$ cat src/rtl/fetch_pkg.sv
// rtl/fetch_pkg.sv - shared types and constants for the instruction fetch unit
package fetch_pkg;

    localparam logic [31:0] DEFAULT_RESET_PC = 32'h0000_0000;

    typedef enum logic [1:0] {
        ST_IDLE  = 2'd0,
        ST_FETCH = 2'd1,
        ST_WAIT  = 2'd2,
        ST_DROP  = 2'd3
    } fetch_state_t;

    typedef struct packed {
        logic [31:0] pc;
        logic [31:0] inst;
    } fetch_entry_t;

    // Instruction memory is word addressed; low two bits never reach the bus.
    function automatic logic [31:0] alignPc(input logic [31:0] addr);
        return addr & 32'hFFFF_FFFC;
    endfunction

endpackage

$ cat src/rtl/fetch_fifo.sv
// rtl/fetch_fifo.sv - instruction buffer FIFO with flush
module fetch_fifo
    import fetch_pkg::*;
#(
    parameter int DEPTH = 4
) (
    input  logic                   clk,
    input  logic                   rstN,
    input  logic                   flush,
    input  logic                   push,
    input  fetch_entry_t           pushData,
    input  logic                   pop,
    output fetch_entry_t           popData,
    output logic                   full,
    output logic                   empty,
    output logic [$clog2(DEPTH):0] count
);

    localparam int AW = $clog2(DEPTH);

    fetch_entry_t   mem [DEPTH];
    logic [AW-1:0]  rdPtr;
    logic [AW-1:0]  wrPtr;
    logic [AW:0]    cnt;
    logic           doPush;
    logic           doPop;

    assign empty   = (cnt == '0);
    assign full    = (cnt == (AW + 1)'(DEPTH));
    assign count   = cnt;
    assign popData = mem[rdPtr];
    assign doPop   = pop && !empty;
    assign doPush  = push && (!full || doPop);

    // Pointers and occupancy; a flush discards everything at once
    always_ff @(posedge clk or negedge rstN) begin
        if (!rstN) begin
            rdPtr <= '0;
            wrPtr <= '0;
            cnt   <= '0;
        end else if (flush) begin
            rdPtr <= '0;
            wrPtr <= '0;
            cnt   <= '0;
        end else begin
            if (doPush) wrPtr <= wrPtr + 1'b1;
            if (doPop)  rdPtr <= rdPtr + 1'b1;
            case ({doPush, doPop})
                2'b10:   cnt <= cnt + 1'b1;
                2'b01:   cnt <= cnt - 1'b1;
                default: cnt <= cnt;
            endcase
        end
    end

    // Entry storage needs no reset; occupancy decides what is visible
    always_ff @(posedge clk) begin
        if (doPush && !flush) mem[wrPtr] <= pushData;
    end

endmodule

$ cat src/rtl/instr_fetch_unit.sv
// rtl/instr_fetch_unit.sv - instruction fetch unit; FETCH_PERF_CNT_EN enables the stall counter
module instr_fetch_unit
    import fetch_pkg::*;
#(
    parameter logic [31:0] RESET_PC  = DEFAULT_RESET_PC,
    parameter int          BUF_DEPTH = 4
) (
    input  logic        Clk,
    input  logic        Reset_n,
    output logic        imem_req,
    output logic [31:0] imem_addr,
    input  logic        imem_gnt,
    input  logic        imem_rvalid,
    input  logic [31:0] imem_rdata,
    input  logic        redirect_valid,
    input  logic [31:0] redirect_pc,
    output logic        inst_valid,
    output logic [31:0] inst_data,
    output logic [31:0] inst_pc,
    input  logic        inst_ready,
    output logic [31:0] fetch_stall_cnt
);

    localparam int CW = $clog2(BUF_DEPTH) + 1;

    fetch_state_t  state;
    fetch_state_t  stateNext;
    logic [31:0]   pcQ;
    logic [31:0]   pcNext;
    logic [31:0]   reqPcQ;
    logic          reqQ;
    logic          reqNext;
    logic          accept;
    logic          push;
    logic          pop;
    logic [CW-1:0] fifoCount;
    logic [CW-1:0] countNext;
    logic          fifoFull;
    logic          fifoEmpty;
    fetch_entry_t  pushEntry;
    fetch_entry_t  headEntry;

    // A request is taken only when it is actually on the bus in FETCH.
    assign accept    = (state == ST_FETCH) && reqQ && imem_gnt;
    // Responses only land in WAIT; a coincident redirect discards them.
    assign push      = (state == ST_WAIT) && imem_rvalid && !redirect_valid && !fifoFull;
    assign pop       = !fifoEmpty && inst_ready && !redirect_valid;
    assign pushEntry = '{pc: reqPcQ, inst: imem_rdata};

    fetch_fifo #(
        .DEPTH (BUF_DEPTH)
    ) u_fifo (
        .clk      (Clk),
        .rstN     (Reset_n),
        .flush    (redirect_valid),
        .push     (push),
        .pushData (pushEntry),
        .pop      (pop),
        .popData  (headEntry),
        .full     (fifoFull),
        .empty    (fifoEmpty),
        .count    (fifoCount)
    );

    // Buffer occupancy after this edge, used to decide the next request
    always_comb begin
        countNext = fifoCount;
        if (redirect_valid)    countNext = '0;
        else if (push && !pop) countNext = fifoCount + 1'b1;
        else if (!push && pop) countNext = fifoCount - 1'b1;
    end

    // Next state, next fetch PC and next request flag
    always_comb begin
        stateNext = state;
        pcNext    = pcQ;
        case (state)
            ST_IDLE:  stateNext = ST_FETCH;
            ST_FETCH: begin
                if (accept) begin
                    stateNext = redirect_valid ? ST_DROP : ST_WAIT;
                    pcNext    = pcQ + 32'd4;
                end
            end
            ST_WAIT: begin
                if (imem_rvalid)         stateNext = ST_FETCH;
                else if (redirect_valid) stateNext = ST_DROP;
            end
            ST_DROP: begin
                if (imem_rvalid) stateNext = ST_FETCH;
            end
            default: stateNext = ST_IDLE;
        endcase
        if (redirect_valid) pcNext = alignPc(redirect_pc);
        // Registered request: it stays put while FETCH waits for a grant,
        // because the buffer can only drain while nothing is outstanding.
        reqNext = (state != ST_IDLE) && (stateNext == ST_FETCH) &&
                  (countNext < CW'(BUF_DEPTH));
    end

    // State, fetch PC, request flag and PC of the in-flight request
    always_ff @(posedge Clk or negedge Reset_n) begin
        if (!Reset_n) begin
            state  <= ST_IDLE;
            pcQ    <= RESET_PC;
            reqQ   <= 1'b0;
            reqPcQ <= '0;
        end else begin
            state <= stateNext;
            pcQ   <= pcNext;
            reqQ  <= reqNext;
            if (accept) reqPcQ <= pcQ;
        end
    end

    assign imem_req   = reqQ;
    assign imem_addr  = alignPc(pcQ);
    assign inst_valid = !fifoEmpty;
    assign inst_data  = headEntry.inst;
    assign inst_pc    = headEntry.pc;

`ifdef FETCH_PERF_CNT_EN
    logic [31:0] stallCnt;

    // Count cycles decode is starved once fetching has started, saturating
    always_ff @(posedge Clk or negedge Reset_n) begin
        if (!Reset_n) begin
            stallCnt <= '0;
        end else if ((state != ST_IDLE) && fifoEmpty && (stallCnt != 32'hFFFF_FFFF)) begin
            stallCnt <= stallCnt + 32'd1;
        end
    end

    assign fetch_stall_cnt = stallCnt;
`else
    assign fetch_stall_cnt = 32'h0;
`endif

endmodule
$ cat config.mk
export PLATFORM = sky130hd
export DESIGN_NAME = instr_fetch_unit
export DESIGN_NICKNAME = d
export VERILOG_FILES = /design/src/rtl/fetch_pkg.sv /design/src/rtl/fetch_fifo.sv /design/src/rtl/instr_fetch_unit.sv
export SDC_FILE = /design/constraint.sdc
export NUM_CORES = 1
export LEC_CHECK = 0
export CORE_AREA = 2 2 152 154
export CTS_BUF_LIST = sky130_fd_sc_hd__clkbuf_4 sky130_fd_sc_hd__clkbuf_8 sky130_fd_sc_hd__clkbuf_16
export CTS_CLUSTER_DIAMETER = 30
export DETAILED_ROUTE_END_ITERATION = 7
export DIE_AREA = 0 0 154 156
export GPL_TIMING_DRIVEN = 0
export HOLD_SLACK_MARGIN = 0.15
export PLACE_DENSITY = 0.84
export SLEW_MARGIN = 20
export SYNTH_ARGS = -nofsm -noshare
export SYNTH_HDL_FRONTEND = slang
export SYNTH_SLANG_ARGS = --single-unit
$ cat constraint.sdc
create_clock -name Clk -period 8.2 [get_ports Clk]
set_clock_uncertainty 0.15 [all_clocks]
set_input_delay 1.64 -clock Clk [delete_from_list [all_inputs] [get_ports Clk]]
set_output_delay 1.64 -clock Clk [all_outputs]
set_load 0.005 [all_outputs]
==> results.yml <==
timing:
  max_freq_mhz: 193
  slew_viol_final: 0
  fin_ws_ns: 3.01
  fin_crit_sh_pct: 63.3
  setup_viol_count_final: 0
  finalSetupTns_ns: 0
  tightestPinTransition_ns: 0.900
  rsz0062_at_grt: "no"
  hold_violations: 0
  post-route-min-period_ns: 5.19
  relSlewSlack_pct: 40.0
finish:
  ff_latch_area_mm2: 0.00920
  area_growth_pct: 32.9
  nets: 1097
  nFillCells: 1264
  fin_cells: 1351
  multi_input_area_mm2: 0.00322
  diodes: 0
  fin_area_mm2: 0.0169
  drive_above_1_share_pct: 20.6
logic_synthesis:
  ys_seq_area_share_pct: 72.3
  ys_warn_count: 0
  netlist_area_mm2: 0.0127
  synthFlopType: "edfxtp_1"
  synth-edff-count: 248
  synthCells: 761
  avgSynthCellArea_um2: 16.7
  async_flop_share_pct: 22.0
  ys_ff_latch: 318
  ys_types: 48
drt:
  wl_mm: 28.7
  drc: 0
  post_drt_wl_per_cell_um: 21.2
  route.vias.total: 7788
  first_pass_iters: 5
  ant_nets: 0
  drt_iter0_drc: 685
  vias_per_cell: 5.76
clock_network:
  htreeDepth: 2
  cts_tree: "done"
  post_cts_resized: 0
  cts_made_buffers: 55
  clk_pin_slew_ns: 0.06
  cts_buffer_depth: 3
  ctsHoldBuffers: 0
  root_buffer: "clkbuf_16"
  clkLatencyLatePin_ns: 0.57
  cts_setup_buffers: 0
  clkSinkCount: 318
placed_design:
  placedCellCount: 1247
  post-place-ws_ns: 3.55
  hpwl_mm: 17.9
  place.gp.congestion: 0.894
  port_buffers: 161
  placed_cell_area_mm2: 0.0150
outcome:
  run_status: "complete, no violations"
setup_path:
  start_kind: "flip-flop"
  cp_data_arrival_time_ns: 3.40
  slowest_delay_ns: 0.75
  critPathLaunch: "u_fifo.rdPtr[0]$_DFFE_PN0P_"
  path_class: "reg2out"
  crit_path_max_fanout: 10
  crit_required_ns: 6.41
  cp_slowest_cell: "buf_1"
  endpoint_kind: "output pin"
  path_cells: "clkbuf_1 -> buf_1 -> mux4_2 -> clkdlybuf4s50_1"
  worstReg2RegStart: "state[0]$_DFF_PN0_"
power_and_ir_drop:
  p_per_area_mw_per_mm2: 319
  pwr-share-comb_pct: 18.3
  internal-power_w: 0.00399
  switching_share_pct: 26.0
  p_sw_w: 0.00140
  seq_power_share_pct: 38.4
  ir_drop_mv: 0.196
  power.leakage_nw: 6.15
  clkPwrFrac_pct: 43.2
grt:
  grt_pass1_wl_mm: 44.3
  grt_max_degree: 57
  grtUsageTotal_pct: 24.2
  grt_overflow: 0
  grt_pass1_vias: 8029
  antenna_found_initial: 0
floorplan:
  io-pin-count: 200
  die_h_um: 156
  start_util_pct: 56.9
  core_area_mm2: 0.0224
  rows: 55
  die_area_mm2: 0.0240
  die_w_um: 154
worst_hold_path:
  hp-class: "reg2reg"
  min-delay-start: "reqPcQ[8]$_DFFE_PN0P_"
job:
  max-cap-violations: 0
[cells in the final DEF, fill, tap and decap left out, types with 5 or more instances in the layout]
cell,instances
edfxtp_1,248
clkdlybuf4s50_1,160
nand2_1,114
dfrtp_1,70
mux4_2,62
clkbuf_16,55
buf_4,37
conb_1,36
clkbuf_1,26
o21ai_0,21
nand3_1,21
nor2_1,18
inv_6,12
nand4_1,11
inv_1,10
or4_1,10
o31ai_1,8
ha_1,8
bufinv_16,8
clkinv_2,8
buf_2,7
clkinv_1,7
a31oi_1,7
o211ai_1,6
xor2_1,6
xnor2_1,6
clkinv_4,6
buf_1,5
or2_2,5
o311ai_0,5
[worst max-delay path, delay by kind of cell (launching register included)]
kind	cells	cell delay, ns
buf+inv	3	1.88
mux	1	0.63
flops	1	0.33
[metrics by stage]
step	hold WS (ns)	utilization, %	total power, W
CTS	0.370	75.6	0.00542
detailed placement	0.353	67.0	0.00308
finish	0.373	75.6	0.00539
global placement	0.344	66.3	0.00304
global route	0.393	75.6	0.00559
floorplan	0.326	-	0.00259
[final cells by class]
type	instances	area share (%)
clock buffers	57	8.23
repair buffers	166	10.3
clock inverters	47	3.23
inverters	11	0.244
well taps	285	2.11
multi-input cells	393	19.0
plain buffers	74	2.49
flip-flops and latches	318	54.4
[state kept, by name (all words and copies together) (netlist names)]
signal	count
u_fifo.wrPtr	2
u_fifo.rdPtr	2
reqPcQ	30
pcQ	30
state	2
imem_req	1
u_fifo.mem	248
u_fifo.count	3
[synth_stat cells (all sizes together) (3+ instances only)]
cell type,n,area share (%)
and3,8,0.39
xor2,6,0.41
ha,8,0.79
clkbuf,26,0.77
mux4,62,11
a31oi,7,0.34
dfrtp,70,14
nand2,114,3.4
o21ai,21,0.83
nand4,12,0.64
inv,10,0.29
nand3,21,0.83
o31ai,8,0.47
and4,4,0.28
o211ai,6,0.35
nand2b,3,0.15
edfxtp,248,59
nor3,4,0.16
xnor2,6,0.41
buf,48,2.5
or2,5,0.25
nor2,18,0.53
o311ai,5,0.34
or4,10,0.59
[metal layers]
layer  up-vias  GRT usage (%)  part of all wire [%]
met5         -              0                     0
met3        73           5.69                   8.4
li1       3421              -                     -
met1      3868           32.5                    39
met4         0           7.48                   2.5
met2       426           39.9                    50
[final timing paths]
check	to	slack (ns)	cells after the start
worst max register to register	u_fifo.mem[0][4]$_DFFE_PP_	5.61	4
worst min-delay path	u_fifo.mem[2][40]$_DFFE_PP_	0.37	0
worst max-delay path	inst_pc[26]	3.01	4
worst min register to register	u_fifo.mem[2][40]$_DFFE_PP_	0.37	0
max in group asynchronous	pcQ[3]$_DFFE_PN0N_	6.57	2
min in group asynchronous	pcQ[30]$_DFFE_PN0N_	0.78	1
[power by group through the flow]
stage / Sequential [W] / Combinational [W] / Clock [W]
after detailed placement: 0.00209 / 0.000984 / 0
final: 0.00207 / 0.000988 / 0.00233
after global placement: 0.00208 / 0.000960 / 0
after floorplan: 0.00204 / 0.000543 / 0
after CTS: 0.00207 / 0.000998 / 0.00236
after global routing: 0.00209 / 0.00107 / 0.00244
[logic make-up (layout without fill, tap and decap cells)]
kind of cell | count (synthesis) | count (layout) | share of synthesized area (%)
compound gates | 62 | 62 | 3.28
simple gates | 210 | 210 | 7.86
other cells | 1 | 36 | 0.0295
xor+xnor | 13 | 13 | 1.00
flops | 318 | 318 | 72.3
mux | 64 | 64 | 11.1
fa+ha+maj | 8 | 8 | 0.786
buf+inv | 85 | 355 | 3.64
No activity file was read; power rests on OpenSTA's default activity.
